--- src/rtl/vendo_pkg.sv ---
`default_nettype none
// ============================================================================
//  Module      : vendo_pkg
//  Description : Shared definitions for the vending-machine buyer: state
//                encoding, item/coin codes, item prices and a small helper
//                for sizing counters.
//  Revision    : 1.0  initial release
// ============================================================================
package vendo_pkg;

  // State encoding (3 bits, seven states used)
  localparam logic [2:0] S_IDLE  = 3'd0;
  localparam logic [2:0] S_SEL   = 3'd1;
  localparam logic [2:0] S_GAP   = 3'd2;
  localparam logic [2:0] S_COIN  = 3'd3;
  localparam logic [2:0] S_WAIT  = 3'd4;
  localparam logic [2:0] S_COUNT = 3'd5;
  localparam logic [2:0] S_RESP  = 3'd6;

  typedef enum logic [2:0] {
    ST_IDLE  = S_IDLE,
    ST_SEL   = S_SEL,
    ST_GAP   = S_GAP,
    ST_COIN  = S_COIN,
    ST_WAIT  = S_WAIT,
    ST_COUNT = S_COUNT,
    ST_RESP  = S_RESP
  } state_t;

  // Item and coin codes
  localparam logic ITEM_A = 1'b0;
  localparam logic ITEM_B = 1'b1;
  localparam logic COIN_1 = 1'b0;
  localparam logic COIN_5 = 1'b1;

  // Item prices in pesos
  localparam int PRICE_A = 2;
  localparam int PRICE_B = 3;

  // Number of bits needed to hold values 0..max_count (at least 1).
  function automatic int tmr_width(input int max_count);
    if (max_count < 2) return 1;
    return $clog2(max_count + 1);
  endfunction

endpackage
`default_nettype wire

--- src/rtl/vendo_buyer_if.sv ---
`default_nettype none
// ============================================================================
//  Module      : vendo_buyer_if
//  Description : Bundles the host request/response channel and the vending
//                block pulse/observation signals of the buyer.
//  Ports       : req_*  - request from host (valid/ready handshake)
//                rsp_*  - one-cycle response strobe plus held result fields
//                sel_A/sel_B/p_1/p_5 - pulses towards the vending block
//                disp_A/disp_B/change - observations from the vending block
//  Modports    : slave  - the buyer itself
//                master - the host/vendor environment around the buyer
//  Revision    : 1.0  initial release
// ============================================================================
interface vendo_buyer_if #(
  parameter int CHG_W = 4
);
  // Host request
  logic             req_valid;
  logic             req_ready;
  logic             req_item;
  logic [1:0]       req_ncoins;
  logic [2:0]       req_coins;
  // Vendor side
  logic             sel_A;
  logic             sel_B;
  logic             p_1;
  logic             p_5;
  logic             disp_A;
  logic             disp_B;
  logic             change;
  // Host response
  logic             rsp_valid;
  logic             rsp_item_ok;
  logic             rsp_wrong_item;
  logic [CHG_W-1:0] rsp_change;
  logic [1:0]       rsp_coins_used;
  logic             rsp_timeout;

  modport slave (
    input  req_valid, req_item, req_ncoins, req_coins,
    input  disp_A, disp_B, change,
    output req_ready,
    output sel_A, sel_B, p_1, p_5,
    output rsp_valid, rsp_item_ok, rsp_wrong_item, rsp_change,
    output rsp_coins_used, rsp_timeout
  );

  modport master (
    output req_valid, req_item, req_ncoins, req_coins,
    output disp_A, disp_B, change,
    input  req_ready,
    input  sel_A, sel_B, p_1, p_5,
    input  rsp_valid, rsp_item_ok, rsp_wrong_item, rsp_change,
    input  rsp_coins_used, rsp_timeout
  );

endinterface
`default_nettype wire

--- src/rtl/vendo_buyer_tmr.sv ---
`default_nettype none
// ============================================================================
//  Module      : vendo_buyer_tmr
//  Description : Loadable down-counter used for both the inter-pulse gap and
//                the vendor-response timeout. Load has priority over
//                decrement; the count stops at zero.
//  Ports       : clk, rst  - clock, asynchronous active-high reset
//                load      - load load_val this cycle
//                load_val  - value to load
//                dec       - decrement by one (ignored at zero)
//                zero      - count is zero
//  Revision    : 1.0  initial release
// ============================================================================
module vendo_buyer_tmr #(
  parameter int W = 4
) (
  input  logic         clk,
  input  logic         rst,
  input  logic         load,
  input  logic [W-1:0] load_val,
  input  logic         dec,
  output logic         zero
);

  logic [W-1:0] r_count;

  always_ff @(posedge clk or posedge rst) begin
    if (rst) begin
      r_count <= '0;
    end else if (load) begin
      r_count <= load_val;
    end else if (dec && (r_count != '0)) begin
      r_count <= r_count - 1'b1;
    end
  end

  assign zero = (r_count == '0);

endmodule
`default_nettype wire

--- src/rtl/vendo_buyer.sv ---
`default_nettype none
// ============================================================================
//  Module      : vendo_buyer
//  Description : Transaction initiator for the vending FSM. Turns one host
//                request into a select pulse followed by up to three coin
//                pulses, watches the vendor dispense/change outputs and
//                returns one response per purchase.
//  Ports       : clk  - system clock, rising edge
//                rst  - asynchronous active-high reset
//                bus  - vendo_buyer_if.slave: request/response channel and
//                       vendor pulse/observation signals
//  Revision    : 1.0  initial release
// ============================================================================
module vendo_buyer
  import vendo_pkg::*;
#(
  parameter int GAP     = 1,
  parameter int TIMEOUT = 16,
  parameter int CHG_W   = 4
) (
  input  logic          clk,
  input  logic          rst,
  vendo_buyer_if.slave  bus
);

  localparam int TMR_W = tmr_width((GAP > TIMEOUT) ? GAP : TIMEOUT);
  // GAP state always lasts at least one cycle, so GAP = 0 and GAP = 1 both
  // advance on the next cycle.
  localparam logic [TMR_W-1:0] GAP_LD = (GAP > 0)     ? TMR_W'(GAP - 1)     : '0;
  localparam logic [TMR_W-1:0] TO_LD  = (TIMEOUT > 0) ? TMR_W'(TIMEOUT - 1) : '0;

  state_t           r_state, w_state_nxt;
  logic             r_item, w_item_nxt;
  logic [1:0]       r_ncoins, w_ncoins_nxt;
  logic [2:0]       r_coins, w_coins_nxt;
  logic [1:0]       r_idx, w_idx_nxt;
  logic             r_item_ok, w_item_ok_nxt;
  logic             r_wrong, w_wrong_nxt;
  logic             r_timeout, w_timeout_nxt;
  logic [CHG_W-1:0] r_chg, w_chg_nxt;
  logic             r_req_ready, w_req_ready_nxt;
  logic             r_sel_a, w_sel_a_nxt;
  logic             r_sel_b, w_sel_b_nxt;
  logic             r_p1, w_p1_nxt;
  logic             r_p5, w_p5_nxt;
  logic             r_rsp_valid, w_rsp_valid_nxt;

  logic             w_tmr_load;
  logic [TMR_W-1:0] w_tmr_val;
  logic             w_tmr_dec;
  logic             w_tmr_zero;

  logic             w_vend_act;
  logic             w_sample;
  logic             w_coin_is5;

  assign w_vend_act = bus.disp_A | bus.disp_B | bus.change;
  // Vendor outputs only matter while a purchase is waiting for them.
  assign w_sample   = (r_state == ST_GAP) || (r_state == ST_WAIT) ||
                      (r_state == ST_COUNT);
  // r_idx is only used here while r_idx < r_ncoins <= 3, so it stays in range.
  assign w_coin_is5 = (r_coins[r_idx] == COIN_5);

  vendo_buyer_tmr #(
    .W (TMR_W)
  ) u_tmr (
    .clk      (clk),
    .rst      (rst),
    .load     (w_tmr_load),
    .load_val (w_tmr_val),
    .dec      (w_tmr_dec),
    .zero     (w_tmr_zero)
  );

  // --------------------------------------------------------------------------
  // State and registered outputs
  // --------------------------------------------------------------------------
  always_ff @(posedge clk or posedge rst) begin
    if (rst) begin
      r_state     <= ST_IDLE;
      r_item      <= 1'b0;
      r_ncoins    <= '0;
      r_coins     <= '0;
      r_idx       <= '0;
      r_item_ok   <= 1'b0;
      r_wrong     <= 1'b0;
      r_timeout   <= 1'b0;
      r_chg       <= '0;
      r_req_ready <= 1'b1;
      r_sel_a     <= 1'b0;
      r_sel_b     <= 1'b0;
      r_p1        <= 1'b0;
      r_p5        <= 1'b0;
      r_rsp_valid <= 1'b0;
    end else begin
      r_state     <= w_state_nxt;
      r_item      <= w_item_nxt;
      r_ncoins    <= w_ncoins_nxt;
      r_coins     <= w_coins_nxt;
      r_idx       <= w_idx_nxt;
      r_item_ok   <= w_item_ok_nxt;
      r_wrong     <= w_wrong_nxt;
      r_timeout   <= w_timeout_nxt;
      r_chg       <= w_chg_nxt;
      r_req_ready <= w_req_ready_nxt;
      r_sel_a     <= w_sel_a_nxt;
      r_sel_b     <= w_sel_b_nxt;
      r_p1        <= w_p1_nxt;
      r_p5        <= w_p5_nxt;
      r_rsp_valid <= w_rsp_valid_nxt;
    end
  end

  // --------------------------------------------------------------------------
  // Next-state and next-output logic. Pulse outputs are computed for the
  // state being entered, so each pulse is high exactly during that state.
  // --------------------------------------------------------------------------
  always_comb begin
    w_state_nxt     = r_state;
    w_item_nxt      = r_item;
    w_ncoins_nxt    = r_ncoins;
    w_coins_nxt     = r_coins;
    w_idx_nxt       = r_idx;
    w_item_ok_nxt   = r_item_ok;
    w_wrong_nxt     = r_wrong;
    w_timeout_nxt   = r_timeout;
    w_chg_nxt       = r_chg;
    w_req_ready_nxt = 1'b0;
    w_sel_a_nxt     = 1'b0;
    w_sel_b_nxt     = 1'b0;
    w_p1_nxt        = 1'b0;
    w_p5_nxt        = 1'b0;
    w_rsp_valid_nxt = 1'b0;
    w_tmr_load      = 1'b0;
    w_tmr_val       = GAP_LD;
    w_tmr_dec       = 1'b0;

    // Result accumulation runs in every sampling state, so a dispense seen
    // in GAP/WAIT (the cycle that triggers COUNT) is not lost.
    if (w_sample) begin
      if (bus.disp_A) begin
        if (r_item == ITEM_A) w_item_ok_nxt = 1'b1;
        else                  w_wrong_nxt   = 1'b1;
      end
      if (bus.disp_B) begin
        if (r_item == ITEM_B) w_item_ok_nxt = 1'b1;
        else                  w_wrong_nxt   = 1'b1;
      end
      if (bus.change && !(&r_chg)) begin
        w_chg_nxt = r_chg + 1'b1;
      end
    end

    case (r_state)
      ST_IDLE: begin
        w_req_ready_nxt = 1'b1;
        if (bus.req_valid) begin
          w_item_nxt      = bus.req_item;
          w_ncoins_nxt    = bus.req_ncoins;
          w_coins_nxt     = bus.req_coins;
          w_idx_nxt       = '0;
          w_item_ok_nxt   = 1'b0;
          w_wrong_nxt     = 1'b0;
          w_timeout_nxt   = 1'b0;
          w_chg_nxt       = '0;
          w_req_ready_nxt = 1'b0;
          w_sel_a_nxt     = (bus.req_item == ITEM_A);
          w_sel_b_nxt     = (bus.req_item == ITEM_B);
          w_state_nxt     = ST_SEL;
        end
      end

      ST_SEL: begin
        w_tmr_load  = 1'b1;
        w_tmr_val   = GAP_LD;
        w_state_nxt = ST_GAP;
      end

      ST_GAP: begin
        w_tmr_dec = 1'b1;
        if (w_vend_act) begin
          w_state_nxt = ST_COUNT;
        end else if (w_tmr_zero) begin
          if (r_idx < r_ncoins) begin
            w_p5_nxt    = w_coin_is5;
            w_p1_nxt    = !w_coin_is5;
            w_state_nxt = ST_COIN;
          end else begin
            w_tmr_load  = 1'b1;
            w_tmr_val   = TO_LD;
            w_state_nxt = ST_WAIT;
          end
        end
      end

      ST_COIN: begin
        w_idx_nxt   = r_idx + 1'b1;
        w_tmr_load  = 1'b1;
        w_tmr_val   = GAP_LD;
        w_state_nxt = ST_GAP;
      end

      ST_WAIT: begin
        w_tmr_dec = 1'b1;
        if (w_vend_act) begin
          w_state_nxt = ST_COUNT;
        end else if (w_tmr_zero) begin
          w_timeout_nxt   = 1'b1;
          w_rsp_valid_nxt = 1'b1;
          w_state_nxt     = ST_RESP;
        end
      end

      ST_COUNT: begin
        if (!w_vend_act) begin
          w_rsp_valid_nxt = 1'b1;
          w_state_nxt     = ST_RESP;
        end
      end

      ST_RESP: begin
        w_req_ready_nxt = 1'b1;
        w_state_nxt     = ST_IDLE;
      end

      default: begin
        w_req_ready_nxt = 1'b1;
        w_state_nxt     = ST_IDLE;
      end
    endcase
  end

  // --------------------------------------------------------------------------
  // Outputs. Result registers double as response fields: they hold from the
  // response until the next request is accepted.
  // --------------------------------------------------------------------------
  assign bus.req_ready      = r_req_ready;
  assign bus.sel_A          = r_sel_a;
  assign bus.sel_B          = r_sel_b;
  assign bus.p_1            = r_p1;
  assign bus.p_5            = r_p5;
  assign bus.rsp_valid      = r_rsp_valid;
  assign bus.rsp_item_ok    = r_item_ok;
  assign bus.rsp_wrong_item = r_wrong;
  assign bus.rsp_change     = r_chg;
  assign bus.rsp_coins_used = r_idx;
  assign bus.rsp_timeout    = r_timeout;

endmodule
`default_nettype wire

--- src/flat_wrapper.sv ---
// flat-port wrapper written by rule: the top's interface ports become plain ports
module vendo_buyer_flat import vendo_pkg::*;
#(
  parameter int GAP     = 1,
  parameter int TIMEOUT = 16,
  parameter int CHG_W   = 4
)
  (clk, rst, bus_req_valid, bus_req_item, bus_req_ncoins, bus_req_coins, bus_disp_A, bus_disp_B, bus_change, bus_req_ready, bus_sel_A, bus_sel_B, bus_p_1, bus_p_5, bus_rsp_valid, bus_rsp_item_ok, bus_rsp_wrong_item, bus_rsp_change, bus_rsp_coins_used, bus_rsp_timeout);
  vendo_buyer_if #(.CHG_W(CHG_W)) bus_i ();
  input  logic clk;
  input  logic rst;
  input wire logic [$bits(bus_i.req_valid)-1:0] bus_req_valid;
  input wire logic [$bits(bus_i.req_item)-1:0] bus_req_item;
  input wire logic [$bits(bus_i.req_ncoins)-1:0] bus_req_ncoins;
  input wire logic [$bits(bus_i.req_coins)-1:0] bus_req_coins;
  input wire logic [$bits(bus_i.disp_A)-1:0] bus_disp_A;
  input wire logic [$bits(bus_i.disp_B)-1:0] bus_disp_B;
  input wire logic [$bits(bus_i.change)-1:0] bus_change;
  output wire logic [$bits(bus_i.req_ready)-1:0] bus_req_ready;
  output wire logic [$bits(bus_i.sel_A)-1:0] bus_sel_A;
  output wire logic [$bits(bus_i.sel_B)-1:0] bus_sel_B;
  output wire logic [$bits(bus_i.p_1)-1:0] bus_p_1;
  output wire logic [$bits(bus_i.p_5)-1:0] bus_p_5;
  output wire logic [$bits(bus_i.rsp_valid)-1:0] bus_rsp_valid;
  output wire logic [$bits(bus_i.rsp_item_ok)-1:0] bus_rsp_item_ok;
  output wire logic [$bits(bus_i.rsp_wrong_item)-1:0] bus_rsp_wrong_item;
  output wire logic [$bits(bus_i.rsp_change)-1:0] bus_rsp_change;
  output wire logic [$bits(bus_i.rsp_coins_used)-1:0] bus_rsp_coins_used;
  output wire logic [$bits(bus_i.rsp_timeout)-1:0] bus_rsp_timeout;
  assign bus_i.req_valid = bus_req_valid;
  assign bus_i.req_item = bus_req_item;
  assign bus_i.req_ncoins = bus_req_ncoins;
  assign bus_i.req_coins = bus_req_coins;
  assign bus_i.disp_A = bus_disp_A;
  assign bus_i.disp_B = bus_disp_B;
  assign bus_i.change = bus_change;
  assign bus_req_ready = bus_i.req_ready;
  assign bus_sel_A = bus_i.sel_A;
  assign bus_sel_B = bus_i.sel_B;
  assign bus_p_1 = bus_i.p_1;
  assign bus_p_5 = bus_i.p_5;
  assign bus_rsp_valid = bus_i.rsp_valid;
  assign bus_rsp_item_ok = bus_i.rsp_item_ok;
  assign bus_rsp_wrong_item = bus_i.rsp_wrong_item;
  assign bus_rsp_change = bus_i.rsp_change;
  assign bus_rsp_coins_used = bus_i.rsp_coins_used;
  assign bus_rsp_timeout = bus_i.rsp_timeout;
  vendo_buyer #(.GAP(GAP), .TIMEOUT(TIMEOUT), .CHG_W(CHG_W)) u_core (.clk(clk), .rst(rst), .bus(bus_i));
endmodule
--- config.mk ---
export PLATFORM = sky130hd
export DESIGN_NAME = vendo_buyer_flat
export DESIGN_NICKNAME = d
export VERILOG_FILES = /design/src/rtl/vendo_pkg.sv /design/src/rtl/vendo_buyer_if.sv /design/src/rtl/vendo_buyer_tmr.sv /design/src/rtl/vendo_buyer.sv /design/src/flat_wrapper.sv
export SDC_FILE = /design/constraint.sdc
export NUM_CORES = 1
export LEC_CHECK = 0
export BUFFER_PORTS_ARGS = -buffer_cell sky130_fd_sc_hd__buf_2
export CAP_MARGIN = 20
export CORE_ASPECT_RATIO = 0.9
export CORE_MARGIN = 2
export CORE_UTILIZATION = 25
export DETAILED_ROUTE_END_ITERATION = 10
export PLACE_DENSITY = 0.41
export SLEW_MARGIN = 20
export SYNTH_ARGS = -nofsm -noshare
export SYNTH_HDL_FRONTEND = slang
export SYNTH_SLANG_ARGS = --single-unit
--- constraint.sdc ---
create_clock -name clk -period 2.4 [get_ports clk]
set_clock_uncertainty 0.15 [all_clocks]
set_input_delay 0.36 -clock clk [delete_from_list [all_inputs] [get_ports clk]]
set_output_delay 0.36 -clock clk [all_outputs]
set_load 0.02 [all_outputs]
==> out/results.ini, run 1 <==
[logic_synthesis]
synthXorXnorAreaFrac=0.02852
post_synth.cell_area_avg_um2=10.81
yosysTopAreaCell=dfrtp_1
yosysUniqueCellTypes=47
synth_top_area_share=0.4564
synth_top_family_by_area=simple AND/OR/NAND/NOR gates
syn-cell-area_um2=1535
synth_nets=157
yosys_warnings=0
synth_compound_area_frac=0.1304
synthCells=142
synth-async-reset-ratio=1.000
synth_top_flop_cell=dfrtp_1
synth-seq-cells=29
synthSimpleGateAreaFrac=0.2176
synthMuxAreaShare=0.07172
synth_edf_count=0
yosysSeqAreaShare=0.4735
yosys-top-cells-area=dfrtp_1 (46%), mux2_2 (5.9%), nor2_1 (3.4%)
synthAdderAreaFrac=0.02445

[clocking]
postCtsHoldBufs=0
clkTransAtPathRegs_ps=70
clock-root-buffer=clkbuf_8
insertion_delay_ps=280
postCtsResizedCells=0
cts_max_level=2
cts_setup_buffers=0
cts_buffers=5
clock_path_buffers=2
cts_tree=built
clock-sinks=29

[setup_path]
critical_path.startpoint_type=register
crit_fanout=16
startpoint=u_core.r_state[2]
timing.rr.start=u_core.r_state[2]
crit_required_ps=2440
critPathCaptureType=register
crit_arrival_ps=2040
crit_type=register to register

[global_route]
grt_pass1_wl_um=5485
grt_usage=0.1049
antenna_found_initial=0
overflow=0
grt_max_degree=30
first_global_vias=1145

[cells_and_area]
area_growth_pct=19.15
multi_input_area_um2=725.7
regArea_um2=726.9
fin_nets=186
fillCellCount=637
drive_above_1_share=0.3216
antenna_cells=0
final_area_um2=1829
fin_cells=243

[sta]
maxSlewHeadroom=0.5530
tightestPinTransition_ps=670.4
max_freq_mhz=500.4
whs_ps=-16.07
period_needed_ps=1998
finalSetupTns_ps=0
hold_viol_final=11
final-setup-viol-count=0
drv_slew=0
timing.final.crit_share=0.8326
setup_slack_ps=401.8
grt_setup_unrepaired=false

[pwr]
p_comb_frac=0.411
p_leak_nw=0.8353
power_frac_clock=0.207
switchingPower_mw=0.9407
ir_drop_uv=419.1
p_int_mw=1.416
fin_total_pwr_mw=2.357
power_per_cell_area_nw_per_um2=1289
switching_share=0.3991
seq_power_share=0.382

[worst_hold_path]
hold_class=input port to asynchronous set/reset pin

[drt]
dr.first_iter.drc_count=51
avgViaCountPerCell=4.774
ant_nets=0
vias=1160
wl_um=3255
drc=0
first_pass_iters=4
wl_per_cell_um=13.40

[job]
cap_violations=0

[floorplan]
pin_count=27
start_util=0.2553
dieHeight_um=78.34
chipWidth_um=86.60
num_rows=27
design.core.area_um2=6013
dieArea_um2=6784

[place]
place_inst=236
pre_cts_slack_ps=414.7
placed_cell_area_um2=1725
routabilityCongestion=0.8074
dpl.hpwl_um=2325
port_buffers=26

[run_status]
status=complete, but fails checks
violations=negative hold slack

stage by stage:
stage	hold slack [ps]	utilization
3_3_place_gp	301.8	0.2869
4_1_cts	7.499	0.3042
6_report	-16.07	0.3042
3_5_place_dp	316.8	0.2869
5_1_grt	34.41	0.3042
2_1_floorplan	275.6	-
cells by family (layout without fill, tap and decap cells):
family / count (synthesis) / in the layout
xor+xnor: 5 / 5
mux: 10 / 10
simple gates: 50 / 50
flops: 29 / 29
compound gates: 30 / 30
fa+ha+maj: 3 / 3
buf+inv: 15 / 44
placed cells by master, fill, tap and decap left out, drive strengths merged, types with 4 or more instances in the layout:
| cell | instances |
|---|---|
| buf | 29 |
| o21ai | 8 |
| clkbuf | 5 |
| inv | 8 |
| or3 | 4 |
| a21oi | 10 |
| dfrtp | 28 |
| nor2 | 14 |
| mux2 | 8 |
| xnor2 | 4 |
| nor4 | 4 |
| nor3 | 6 |
power by group through the flow:
stage	Clock (mW)	Combinational, mW	Sequential (mW)
floorplan	0	0.809	0.868
detailed placement	0	0.978	0.912
finish	0.488	0.968	0.900
global placement	0	0.968	0.897
global route	0.529	1.09	0.935
CTS	0.507	0.983	0.902
layer usage:
layer	wire length, um	GRT usage	vias up
li1	-	-	566
met1	1533	0.1358	560
met2	1517	0.1638	29
met3	168	0.03365	5
met4	35	0.03750	0
met5	0	0	-
area by class of cell:
cell class,count,area share
inverters,8,0.01642
well taps,72,0.04925
flip-flops and latches,29,0.3974
multi-input cells,98,0.3967
clock buffers,5,0.03762
repair buffers,29,0.08345
clock inverters,2,0.01915
flip-flops by register name (all words and copies together), names as in the netlist, 2 cells and up:
signal                     cells
u_core.r_state                 3
u_core.u_tmr.r_count           5
u_core.bus.rsp_coins_used      2
u_core.bus.rsp_change          4
u_core.r_ncoins                2
u_core.r_coins                 3
final timing paths:
path | slack [ps] | cells past startpoint | end
min reg2reg | 350 | 2 | u_core.bus.rsp_item_ok
max in group asynchronous | 1770 | 3 | u_core.bus.req_ready
min in group clk | 100 | 2 | u_core.bus.sel_A
max | 400 | 4 | u_core.u_tmr.r_count[1]
max reg2reg | 400 | 4 | u_core.u_tmr.r_count[1]
min | -20 | 3 | u_core.r_coins[0]
critical path, stage by stage (launching register included):
cell     delay (ps)
dfrtp_1         750
xnor2_1         200
nor3_1          300
mux2_2          370
o21ai_0         140
synthesized netlist by cell type, drive strengths merged, types with 3 or more instances:
cell type  instances
dfrtp             28
nor2              14
a21oi             10
inv                8
mux2               8
o21ai              8
buf                7
nor3               6
nor4               4
or3                4
xnor2              4
ha                 3
nand2              3
nand3              3
nor2b              3
nor4b              3
(Power assumes the default switching activity.)
==> run 2, diff against run 1 <==
--- a/config.mk
+++ b/config.mk
@@ -11,7 +11,7 @@
 export CORE_MARGIN = 2
 export CORE_UTILIZATION = 25
 export DETAILED_ROUTE_END_ITERATION = 10
-export PLACE_DENSITY = 0.41
+export PLACE_DENSITY = 0.42
 export SLEW_MARGIN = 20
 export SYNTH_ARGS = -nofsm -noshare
 export SYNTH_HDL_FRONTEND = slang
==> constraint.sdc (replaced) <==
create_clock -name clk -period 1.7 [get_ports clk]
set_clock_uncertainty 0.15 [all_clocks]
set_input_delay 0.255 -clock clk [delete_from_list [all_inputs] [get_ports clk]]
set_output_delay 0.255 -clock clk [all_outputs]
set_load 0.02 [all_outputs]
==> out/results.ini, run 2 (synthesis results as in run 1) <==
[job]
cap_violations=0  ; unchanged

[cells_and_area]
fillCellCount=599  ; -6.0%
drive_above_1_share=0.4831  ; +0.1615
fin_nets=221  ; +19%
fin_cells=279  ; +15%
final_common_cell=buf_4
largest_register=u_core.u_tmr.r_count
regArea_um2=729.5  ; +0.34%
antenna_cells=0  ; unchanged
area_growth_pct=43.11
final_cell_mix=buf_4 (30), buf_2 (26), dfrtp_1 (26)
multi_input_area_um2=794.5  ; +9.5%
largest_reg_flops=5  ; unchanged

[pwr]
fin_total_pwr_mw=3.886  ; +65%
power_per_cell_area_nw_per_um2=1769  ; +37%
ir_drop_uv=788.6  ; +88%
p_leak_nw=1.042  ; +25%

[sta]
max_freq_mhz=559.0  ; +12%
finalSetupTns_ps=-236.8  ; -236.8 ps
setup_slack_ps=-88.84  ; -490.6 ps
hold_viol_final=0  ; -11
grt_setup_unrepaired=true
timing.final.crit_share=1.052  ; +0.2197
period_needed_ps=1789  ; -209.4 ps
tightestPinTransition_ps=402.0  ; -268.4 ps
maxSlewHeadroom=0.7297  ; +0.1767
drv_slew=0  ; unchanged
final-setup-viol-count=4  ; +4

[global_route]
antenna_found_initial=0  ; unchanged
grt_max_degree=30  ; unchanged
use_met3=0.03155  ; -0.002103
first_global_vias=1337  ; +17%
grt_usage=0.1115  ; +0.006624
overflow=0  ; unchanged
use_met1=0.1444  ; +0.008570
grt_pass1_wl_um=5975  ; +8.9%
grt-busiest-layer=met2
grtUsageMet2=0.1808  ; +0.01692

[setup_path]
critical_path.startpoint_type=register
crit_required_ps=1720  ; -720 ps
crit_type=register to register
crit_fanout=6  ; -10
crit_arrival_ps=1800  ; -240 ps
critPathCaptureType=register

[drt]
first_pass_iters=4  ; unchanged
ant_nets=0  ; unchanged
dr.first_iter.drc_count=78  ; +53%
vias=1286  ; +11%
wl_um=3478  ; +6.9%
wl_per_cell_um=12.47  ; -6.9%
drc=0  ; unchanged
avgViaCountPerCell=4.609  ; -3.4%

[place]
routabilityCongestion=0.7755  ; -4.0%
pre_cts_slack_ps=-151.3  ; -566.1 ps
dpl.hpwl_um=2655  ; +14%
port_buffers=26  ; unchanged
place_inst=261  ; +11%

[floorplan]
pin_count=27  ; unchanged
design.core.area_um2=6013  ; unchanged
chipWidth_um=86.60  ; unchanged
dieArea_um2=6784  ; unchanged
start_util=0.2553  ; unchanged
dieHeight_um=78.34  ; unchanged
num_rows=27  ; unchanged

[clocking]
cts_max_level=2  ; unchanged
clock_path_buffers=2  ; unchanged
insertion_delay_ps=280  ; about the same
clkTransAtPathRegs_ps=60  ; about the same
clock-sinks=29  ; unchanged
cts_tree=built
clock-root-buffer=clkbuf_8
cts_buffers=5  ; unchanged

[run_status]
status=complete, but fails checks
violations=negative setup slack

[worst_hold_path]
hold_class=input port to register

[run 2: final cells by class]
type,instances,share of cell area
Multi-Input combinational cell,98,0.3616
Clock buffer,7,0.04385
Inverter,8,0.01367
Sequential cell,29,0.3320
Timing Repair Buffer,64,0.2056
Tap cell,72,0.04100
Clock inverter,1,0.002278
[run 2: layer usage]
| metal | wire length, um | part of all wire | up-vias |
|---|---|---|---|
| met1 | 1628 | 0.47 | 622 |
| met2 | 1683 | 0.48 | 22 |
| met5 | 0 | 0 | - |
| li1 | - | - | 637 |
| met3 | 128 | 0.037 | 5 |
| met4 | 38 | 0.011 | 0 |
[run 2: power breakdown]
group          total [mW]  leakage [nW]  switching, mW  internal [mW]
Combinational        2.10         0.617           1.01           1.09
Sequential           1.17         0.370          0.223          0.945
Clock               0.623        0.0542          0.258          0.365
[run 2: path summary, 6_finish.rpt]
| kind | startpoint | to | slack, ps | cells past startpoint |
|---|---|---|---|---|
| max in group asynchronous | rst | u_core.bus.req_ready | 640 | 4 |
| min in group asynchronous | rst | u_core.bus.rsp_change[0] | 440 | 4 |
| worst min-delay path | bus_req_ncoins[1] | u_core.r_ncoins[1] | 50 | 3 |
| worst max-delay path | u_core.r_state[0] | u_core.r_state[0] | -90 | 4 |
| worst min register to register | u_core.bus.rsp_wrong_item | u_core.bus.rsp_wrong_item | 350 | 2 |
| worst max register to register | u_core.r_state[0] | u_core.r_state[0] | -90 | 4 |
[run 2: per-stage QoR]
step             util  hold WS [ps]  area (um^2)
2_1_floorplan       -         170.6         1544
3_3_place_gp   0.3217         196.8         1934
3_5_place_dp   0.3217         205.6         1934
4_1_cts        0.3519         42.47         2116
5_1_grt        0.3654         45.27         2197
6_report       0.3654         50.82         2197
[run 2: critical path, stage by stage (launching register included)]
cell,delay (ps)
dfrtp_1,490
or3b_1,470
nor3_4,230
nor4_4,70
o221a_1,270
[run 2: repair_timing]
action | CTS | global route
buffers inserted | 4 | 4
hold buffers | 2 | 0
resized for setup | 8 | 13
endpoints found under the setup margin | 15 | 20
endpoints found under the hold margin | 29 | 0
pin swaps | 2 | 9
==> run 3, diff against run 2 <==
--- a/config.mk
+++ b/config.mk
@@ -11,7 +11,8 @@
 export CORE_MARGIN = 2
 export CORE_UTILIZATION = 25
 export DETAILED_ROUTE_END_ITERATION = 10
-export PLACE_DENSITY = 0.42
+export MAX_ROUTING_LAYER = met4
+export PLACE_DENSITY = 0.41
 export SLEW_MARGIN = 20
 export SYNTH_ARGS = -nofsm -noshare
 export SYNTH_HDL_FRONTEND = slang
==> constraint.sdc (replaced) <==
create_clock -name clk -period 1.8 [get_ports clk]
set_clock_uncertainty 0.15 [all_clocks]
set_input_delay 0.27 -clock clk [delete_from_list [all_inputs] [get_ports clk]]
set_output_delay 0.27 -clock clk [all_outputs]
set_load 0.02 [all_outputs]
==> out/results.ini, run 3 (synthesis results as in run 1) <==
[run_status]
status=finished clean

[setup_path]
crit_type=register to register
crit_arrival_ps=1770  ; -30 ps
critical_path.startpoint_type=register
timing.rr.start=u_core.r_state[2]
critPathCaptureType=register
r2r-end=u_core.r_state[0]
crit_required_ps=1820  ; +100 ps
rrSetupSlack_ps=50  ; +140 ps
ff2ff_path_depth=4  ; unchanged
crit_fanout=11  ; +5

[floorplan]
design.core.area_um2=6013  ; unchanged
dieHeight_um=78.34  ; unchanged
pin_count=27  ; unchanged
num_rows=27  ; unchanged
dieArea_um2=6784  ; unchanged
chipWidth_um=86.60  ; unchanged
start_util=0.2553  ; unchanged

[sta]
maxSlewHeadroom=0.7367  ; +0.006950
tightestPinTransition_ps=394.1  ; -7.890 ps
setup_slack_ps=52.19  ; +141.0 ps
drv_slew=0  ; unchanged
finalSetupTns_ps=0  ; +236.8 ps
timing.final.crit_share=0.9710  ; -0.08126
grt_setup_unrepaired=true
period_needed_ps=1748  ; -41.03 ps
hold_viol_final=0  ; unchanged
max_freq_mhz=572.1  ; +2.3%
final-setup-viol-count=0  ; -4

[cells_and_area]
antenna_cells=0  ; unchanged
largest_reg_flops=5  ; unchanged
area_growth_pct=35.13
largest_register=u_core.u_tmr.r_count
final_cell_mix=buf_2 (26), dfrtp_1 (26), buf_4 (25)
fin_nets=212  ; -4.1%
drive_above_1_share=0.4394  ; -0.04370

[clocking]
cts_buffers=5  ; unchanged
cts_max_level=2  ; unchanged
clock-root-buffer=clkbuf_8
clkTransAtPathRegs_ps=70  ; about the same
insertion_delay_ps=280  ; about the same
clock-sinks=29  ; unchanged
clock_path_buffers=2  ; unchanged
cts_tree=built

[pwr]
ir_drop_uv=529.9  ; -33%
fin_total_pwr_mw=3.485  ; -10%
power_per_cell_area_nw_per_um2=1680  ; -5.0%
p_leak_nw=0.9822  ; -5.7%

[worst_hold_path]
hold_start=bus_req_item
hold_depth=2  ; -1
hold_class=input port to register
min_to=u_core.bus.sel_A

[drt]
drc=0  ; unchanged
avgViaCountPerCell=4.681  ; +1.6%
dr.first_iter.drc_count=60  ; -23%
ant_nets=0  ; unchanged
first_pass_iters=4  ; unchanged
wl_um=3779  ; +8.7%
vias=1264  ; -1.7%
wl_per_cell_um=14.00  ; +12%

[global_route]
grt_max_degree=30  ; unchanged
grt_pass1_wl_um=6285  ; +5.2%
antenna_found_initial=0  ; unchanged
grt_usage=0.1236  ; +0.01205
first_global_vias=1314  ; -1.7%
overflow=0  ; unchanged

[place]
port_buffers=26  ; unchanged
routabilityCongestion=0.7730  ; -0.32%
dpl.hpwl_um=2643  ; -0.49%
pre_cts_slack_ps=-45.41  ; +105.9 ps

[job]
cap_violations=0  ; unchanged

[run 3: changes by cell type in the layout (fill, tap and decap cells not counted), moves of 2 or more]
cell      delta
nor4_2       -2
o21ai_1      -2
o21ai_0      +2
clkbuf_8     -2
buf_4        -5
buf_6        -2
[run 3: report_power, final]
group	internal (mW)	leakage, nW	switching (mW)	total (mW)
Clock	0.266	0.0439	0.265	0.531
Sequential	0.892	0.370	0.218	1.11
Combinational	0.913	0.568	0.931	1.84
[run 3: per-stage QoR]
| step | util | hold WS [ps] | instances | area (um^2) |
|---|---|---|---|---|
| CTS | 0.3344 | 0.4160 | 267 | 2011 |
| finish | 0.3450 | 9.323 | 270 | 2074 |
| global route | 0.3450 | 18.08 | 270 | 2074 |
| global placement | 0.3119 | 213.0 | 256 | 1876 |
| detailed placement | 0.3119 | 219.1 | 256 | 1876 |
| floorplan | - | 185.6 | 142 | 1535 |
[run 3: how the worst max path moves through the flow]
stage                                  from                       to  slack [ps]  cells after the start
floorplan           u_core.u_tmr.r_count[0]  u_core.u_tmr.r_count[1]          70                      6
global placement    u_core.u_tmr.r_count[0]  u_core.u_tmr.r_count[2]          30                      7
finish                    u_core.r_state[2]        u_core.r_state[0]          50                      4
detailed placement  u_core.u_tmr.r_count[1]        u_core.r_state[0]         -50                      7
global route        u_core.u_tmr.r_count[1]  u_core.u_tmr.r_count[1]         -30                      6
CTS                 u_core.u_tmr.r_count[1]        u_core.r_state[0]         -20                      7
[run 3: area by class of cell]
class                   count  area (um^2)
repair buffers             55        361.6
clock inverters             3        17.52
fillers                   623         3939
inverters                   8        30.03
flip-flops and latches     29        729.5
clock buffers               5        68.82
well taps                  72        90.09
multi-input cells          98        777.0
[run 3: metal layers]
metal	part of all wire	wire length (um)	up-vias	global-route usage
met5	0	0	-	-
met4	0.013	51	0	0.05000
met3	0.040	151	6	0.03260
met2	0.50	1875	30	0.1869
met1	0.45	1700	614	0.1572
li1	-	-	614	-
[run 3: critical path, stage by stage, from the launching register on]
cell and delay [ps]:
dfrtp_2 510, or3b_1 450, nor3_4 230, nor4_4 50, o221a_1 240
[run 3: repair_timing]
action | 4_1_cts | 5_1_grt
buffers inserted | 2 | 3
cloned | 0 | 0
pin swaps | 3 | 5
hold buffers | 1 | 0
endpoints found under the hold margin | 28 | 0
setup endpoints to repair | 5 | 8
gates resized for setup | 7 | 7
